## config.mk

```make
export PLATFORM = sky130hd
export DESIGN_NAME = bank_desk_scheduler
export DESIGN_NICKNAME = d
export VERILOG_FILES = /design/src/rtl/bank_desk_scheduler.sv
export SDC_FILE = /design/constraint.sdc
export NUM_CORES = 1
export LEC_CHECK = 0
export ABC_CLOCK_PERIOD_IN_PS = 10800
export CORE_AREA = 4 4 133 135
export CTS_CLUSTER_DIAMETER = 100
export DETAILED_ROUTE_END_ITERATION = 8
export DIE_AREA = 0 0 137 139
export PLACE_DENSITY = 0.84
export SYNTH_ARGS = -nofsm -noshare
export SYNTH_HDL_FRONTEND = slang
export SYNTH_SLANG_ARGS = --single-unit
```

## constraint.sdc

```tcl
create_clock -name clk -period 10.8 [get_ports clk]
set_input_delay 3.24 -clock clk [delete_from_list [all_inputs] [get_ports clk]]
set_output_delay 3.24 -clock clk [all_outputs]
set_load 0.02 [all_outputs]
```

## src/rtl/bank_desk_scheduler.sv

```systemverilog
// bank_desk_scheduler
// Issues per-service ticket numbers, keeps one FIFO per service and hands
// waiting tickets to officer desks that ask for their next customer.
//
// Ports
//   clk, rst        system clock, asynchronous active-high reset
//   issue_valid     single-cycle request for a new ticket
//   issue_service   0 general, 1 loan, 2 customer service, 3 illegal
//   desk_req        per-desk "next customer" pulse
//   issue_ack       ticket queued, issue_ticket holds its number
//   issue_reject    queue full or illegal service
//   call_valid      one-cycle call pulse; call_ticket/desk/service hold
//   desk_busy       desk is serving a customer
//   wait_cnt        waiting count per service, 4 bits each
//   wait_total      sum of the three waiting counts
//
// Desk FSM
//   state      | meaning
//   IDLE       | no customer, not asking
//   PENDING    | asked for a customer, waiting for a grant
//   SERVING    | a ticket was called to this desk
module bank_desk_scheduler #(
  parameter int          QDEPTH   = 8,
  parameter logic [11:0] DESK_CAP = 12'hFFF
) (
  input  logic        clk,
  input  logic        rst,
  input  logic        issue_valid,
  input  logic [1:0]  issue_service,
  input  logic [3:0]  desk_req,
  output logic        issue_ack,
  output logic        issue_reject,
  output logic [6:0]  issue_ticket,
  output logic        call_valid,
  output logic [6:0]  call_ticket,
  output logic [1:0]  call_desk,
  output logic [1:0]  call_service,
  output logic [3:0]  desk_busy,
  output logic [11:0] wait_cnt,
  output logic [4:0]  wait_total
);

  localparam int         AW       = (QDEPTH > 1) ? $clog2(QDEPTH) : 1;
  localparam logic [3:0] QDEPTH_C = 4'(QDEPTH);

  localparam logic [1:0] ST_IDLE    = 2'd0;
  localparam logic [1:0] ST_PENDING = 2'd1;
  localparam logic [1:0] ST_SERVING = 2'd2;

  logic [6:0]    ticket_ctr;
  logic [6:0]    q_mem [3][QDEPTH];
  logic [AW-1:0] q_rd  [3];
  logic [AW-1:0] q_wr  [3];
  logic [3:0]    q_cnt [3];
  logic [3:0]    cnt_nxt [3];
  logic [6:0]    q_head [3];
  logic [1:0]    desk_st [4];
  logic [1:0]    desk_ptr;
  logic [1:0]    svc_ptr;

  logic [2:0]    q_nonempty;
  logic [2:0]    avail [4];
  logic [3:0]    elig;
  logic          issue_legal;
  logic [3:0]    issue_cnt;
  logic          issue_ok;
  logic [2:0]    push;
  logic [2:0]    pop;
  logic          grant;
  logic [1:0]    g_desk;
  logic [1:0]    g_svc;
  logic [3:0]    g_avail;
  logic [6:0]    g_head;
  logic [1:0]    s_ord0, s_ord1, s_ord2;
  logic [4:0]    total_nxt;

  function automatic logic [AW-1:0] ptr_inc(input logic [AW-1:0] p);
    return (p == AW'(QDEPTH - 1)) ? '0 : p + 1'b1;
  endfunction

  always_comb begin
    issue_legal = 1'b0;
    issue_cnt   = 4'd0;
    case (issue_service)
      2'd0: begin issue_legal = 1'b1; issue_cnt = q_cnt[0]; end
      2'd1: begin issue_legal = 1'b1; issue_cnt = q_cnt[1]; end
      2'd2: begin issue_legal = 1'b1; issue_cnt = q_cnt[2]; end
      default: ;
    endcase
  end

  // Full check uses the pre-edge count, so a same-cycle pop never frees room.
  assign issue_ok = issue_valid && issue_legal && (issue_cnt < QDEPTH_C);

  always_comb begin
    for (int s = 0; s < 3; s++) begin
      q_nonempty[s] = (q_cnt[s] != 4'd0);
      q_head[s]     = q_mem[s][q_rd[s]];
    end
    for (int d = 0; d < 4; d++) begin
      avail[d] = DESK_CAP[3*d +: 3] & q_nonempty;
      elig[d]  = (desk_st[d] == ST_PENDING) && (avail[d] != 3'b000);
    end
  end

  // Service visiting order starting at svc_ptr (always 0..2).
  assign s_ord0 = svc_ptr;
  assign s_ord1 = (svc_ptr == 2'd2) ? 2'd0 : svc_ptr + 2'd1;
  assign s_ord2 = (svc_ptr == 2'd0) ? 2'd2 : svc_ptr - 2'd1;

  always_comb begin
    grant  = 1'b0;
    g_desk = 2'd0;
    for (int i = 0; i < 4; i++) begin
      if (!grant && elig[2'(desk_ptr + 2'(i))]) begin
        grant  = 1'b1;
        g_desk = 2'(desk_ptr + 2'(i));
      end
    end
    g_avail = {1'b0, avail[g_desk]};
    if (g_avail[s_ord0])      g_svc = s_ord0;
    else if (g_avail[s_ord1]) g_svc = s_ord1;
    else                      g_svc = s_ord2;
    case (g_svc)
      2'd0:    g_head = q_head[0];
      2'd1:    g_head = q_head[1];
      default: g_head = q_head[2];
    endcase
  end

  always_comb begin
    for (int s = 0; s < 3; s++) begin
      push[s]    = issue_ok && (issue_service == 2'(s));
      pop[s]     = grant && (g_svc == 2'(s));
      cnt_nxt[s] = q_cnt[s] + {3'b000, push[s]} - {3'b000, pop[s]};
    end
    total_nxt = 5'(cnt_nxt[0]) + 5'(cnt_nxt[1]) + 5'(cnt_nxt[2]);
  end

  always_ff @(posedge clk or posedge rst) begin
    if (rst) begin
      ticket_ctr   <= 7'd1;
      desk_ptr     <= 2'd0;
      svc_ptr      <= 2'd0;
      issue_ack    <= 1'b0;
      issue_reject <= 1'b0;
      issue_ticket <= 7'd0;
      call_valid   <= 1'b0;
      call_ticket  <= 7'd0;
      call_desk    <= 2'd0;
      call_service <= 2'd0;
      wait_total   <= 5'd0;
      for (int s = 0; s < 3; s++) begin
        q_rd[s]  <= '0;
        q_wr[s]  <= '0;
        q_cnt[s] <= 4'd0;
      end
      for (int d = 0; d < 4; d++) desk_st[d] <= ST_IDLE;
    end else begin
      issue_ack    <= issue_ok;
      issue_reject <= issue_valid && !issue_ok;
      if (issue_ok) begin
        issue_ticket <= ticket_ctr;
        ticket_ctr   <= (ticket_ctr == 7'd127) ? 7'd1 : ticket_ctr + 7'd1;
      end
      for (int s = 0; s < 3; s++) begin
        if (push[s]) q_wr[s] <= ptr_inc(q_wr[s]);
        if (pop[s])  q_rd[s] <= ptr_inc(q_rd[s]);
        q_cnt[s] <= cnt_nxt[s];
      end
      call_valid <= grant;
      if (grant) begin
        call_ticket  <= g_head;
        call_desk    <= g_desk;
        call_service <= g_svc;
        desk_ptr     <= g_desk + 2'd1;
        svc_ptr      <= (g_svc == 2'd2) ? 2'd0 : g_svc + 2'd1;
      end
      // A granted desk was PENDING, so its own request that cycle is moot.
      for (int d = 0; d < 4; d++) begin
        if (grant && (g_desk == 2'(d)))
          desk_st[d] <= ST_SERVING;
        else if (desk_req[d] && (desk_st[d] != ST_PENDING))
          desk_st[d] <= ST_PENDING;
      end
      wait_total <= total_nxt;
    end
  end

  // Queue storage needs no reset: entries are only read below the count.
  always_ff @(posedge clk) begin
    for (int s = 0; s < 3; s++) begin
      if (push[s]) q_mem[s][q_wr[s]] <= ticket_ctr;
    end
  end

  always_comb begin
    for (int d = 0; d < 4; d++) desk_busy[d] = (desk_st[d] == ST_SERVING);
  end

  assign wait_cnt = {q_cnt[2], q_cnt[1], q_cnt[0]};

endmodule

```

==> metrics.yaml <==
outcome:
  status: "completed"
global_routing:
  grt_overflow_total: 0
  grt_pass1_wl_mm: 35.00
  antenna_found_initial: 0
  track_usage_pct: 24.03
  grt_max_degree: 76
  grt_pass1_vias: 6366
critical_path:
  crit_top_cell: "inv_1"
  rr_worst_depth: 20
  setup.worst_path.end_class: "flop"
  timing.rr.end: "wait_total[4]"
  path_max_fanout: 7
  cp-start-kind: "primary input"
  crit_slowest_cell: "fa_1"
  critPathMaxStageDelay_ns: 0.60
  cp.arrival_ns: 7.03
  path_cells: "clkdlybuf4s50_1 -> nor4bb_1 -> buf_4 -> inv_1 -> ha_1 -> inv_1 -> ha_1 -> inv_1 -> fa_1 -> xor2_1 -> fa_1 -> inv_1 -> ha_1 -> a21o_1 -> a21oi_1 -> xor2_1"
  crit_type: "primary input to flop"
  rrSetupSlack_ns: 5.62
  required_ns: 11.24
  worstReg2RegStart: "wait_cnt[3]"
route:
  vias: 6016
  drtIter0Drc: 513
  drcViolationCount: 0
  via_per_inst: 6.133
  dr.pass1.iters: 5
  wirelength_mm: 21.78
  ant_nets: 0
  drt-wirelength-per-cell_um: 22.20
clock_network:
  post_cts_buffers: 0
  clkSinkCount: 243
  insertion_delay_ns: 0.51
  clk_path_buf_depth: 3
  ctsResizeCount: 0
  clk_pin_slew_worst_paths_ns: 0.06
  hold_buffers: 0
  cts_inserted_buffers: 25
  cts_root_buf: "clkbuf_16"
  cts_tree: "yes"
  h-tree-depth: 1
synthesis:
  synth-seq-area-share_pct: 65.18
  yosysTopAreaCellShare_pct: 47.50
  synth.area.top_cells: "edfxtp_1 47%, dfrtp_1 17%, mux4_2 8.9%"
  yosys.cell_types.count: 62
  ys.warnings.count: 0
  synth_area_sq_um: 10620
  synth_nets: 740
  synth_top_flop_cell: "edfxtp_1"
  syn_inst: 685
  synth_edf_count: 168
  synth-async-reset-ratio_pct: 30.86
  synth_area_leader_cell: "edfxtp_1"
  avgSynthCellArea_sq_um: 15.51
  synth.ff_latch_count: 243
placed_design:
  gp_congestion: 0.8485
  hpwlAfterDp_mm: 13.92
  portBuffers: 50
  dp_cells: 937
timing:
  hold_ws_ns: 0.4765
  skew_ns: 0.008568
  tns_ns: 0
  rsz0062_at_grt: "no"
  setup_viol: 0
  fin_crit_sh_pct: 61.05
  relSlewSlack_pct: 22.20
  worst_pin_slew_ns: 1.158
  finalHoldViolations: 0
  drv_slew: 0
  fmax_mhz: 151.7
  fin_crit_ns: 6.594
final_layout:
  nets: 799
  layout_common_cells: "168 x edfxtp_1, 74 x dfrtp_1, 54 x inv_1"
  syn_to_final_growth_pct: 14.17
  drive_above_1_share_pct: 14.19
  stdcell_count: 981
  final_common_cell: "edfxtp_1"
  diodes: 0
power_and_ir_drop:
  p_leak_nw: 4.575
  ir_worst_vdd_v: 0.0003090
  power.density_nw_per_um2: 355.9
worst_hold_path:
  worstHoldPathType: "flop to flop"
  holdPathStages: 1
  hold_start: "call_desk[1]"
  min_to: "call_desk[1]"
run:
  drv_cap: 0
floorplanning:
  die_area_sq_um: 19040
  row_count: 47
  die_h_um: 139
  core_sq_um: 16470
  io_pins: 51
  initial_core_util_pct: 64.51
  die_x_um: 137
## logic make-up (layout without fill, tap and decap cells)
| family | Yosys count | after routing | share of synthesized area (%) |
|---|---|---|---|
| simple gates | 155 | 155 | 7.857 |
| buf+inv | 80 | 156 | 3.051 |
| xor+xnor | 11 | 11 | 0.9070 |
| fa+ha+maj | 46 | 46 | 5.984 |
| compound gates | 83 | 83 | 5.360 |
| mux | 67 | 67 | 11.66 |
| flops | 243 | 243 | 65.18 |
## layer usage
| layer | routed length [um] | vias up | GRT usage (%) |
|---|---|---|---|
| li1 | - | 2685 | - |
| met1 | 8507 | 3040 | 31.71 |
| met2 | 11370 | 240 | 41.39 |
| met3 | 1279 | 51 | 3.846 |
| met4 | 627 | 0 | 7.143 |
| met5 | 0 | - | 0 |
## state kept, by name, indices dropped and copies added (netlist names), 5 cells and up
name	count
call_ticket	7
desk_st	8
issue_ticket	7
q_mem	168
q_rd	9
q_wr	9
ticket_ctr	7
wait_cnt	12
wait_total	5
## cells in the mapped netlist (7+ instances only)
| cell | n |
|---|---|
| xor2_1 | 7 |
| nor2_1 | 34 |
| ha_1 | 38 |
| a221oi_1 | 7 |
| clkbuf_1 | 10 |
| mux2_2 | 8 |
| mux4_2 | 42 |
| nor2b_1 | 19 |
| a21oi_1 | 12 |
| buf_2 | 10 |
| o31ai_1 | 7 |
| a21o_1 | 9 |
| nand2b_1 | 11 |
| dfrtp_1 | 74 |
| edfxtp_1 | 168 |
| nand2_1 | 42 |
| fa_1 | 8 |
| nor3_1 | 16 |
| o21ai_0 | 19 |
| mux2i_1 | 9 |
| inv_1 | 55 |
## metrics by stage
step                      total power, mW  worst slack [ns]  area [sq um]  utilization (%)
after floorplan                     2.866             4.277         10620                -
after global placement              3.344             3.766         11330            68.81
after global routing                4.637             4.061         12130            73.65
after detailed placement            3.470             3.702         11330            68.81
after CTS                           4.347             4.244         12130            73.65
final                               4.316             4.206         12130            73.65
## worst max-delay path, delay by kind of cell
family          cells  cell delay (ns)
xor+xnor            2             0.34
compound gates      2             0.34
fa+ha+maj           5             1.71
buf+inv             6             1.02
simple gates        1             0.40
## power breakdown
part,internal [mW],switching [mW],total (mW)
logic,0.918,0.970,1.89
registers,1.26,0.321,1.58
clock network,0.505,0.339,0.844
total,2.69,1.63,4.32
## worst max path at each step
stage                           startpoint             to  cells past startpoint
final                          issue_valid  wait_total[4]                     16
after global routing           issue_valid  wait_total[4]                     16
after CTS                      issue_valid  wait_total[4]                     16
after detailed placement       issue_valid  wait_total[4]                     16
after global placement         issue_valid  wait_total[4]                     16
after floorplan           issue_service[0]  wait_total[4]                     13
## final cells by class
class,count,area (sq um)
Inverter,56,211.5
Sequential cell,243,6923
Fill cell,970,4339
Clock inverter,9,123.9
Tap cell,220,275.3
Timing Repair Buffer,56,545.5
Clock buffer,35,673.1
Multi-Input combinational cell,362,3374
(Power assumes the default switching activity.)
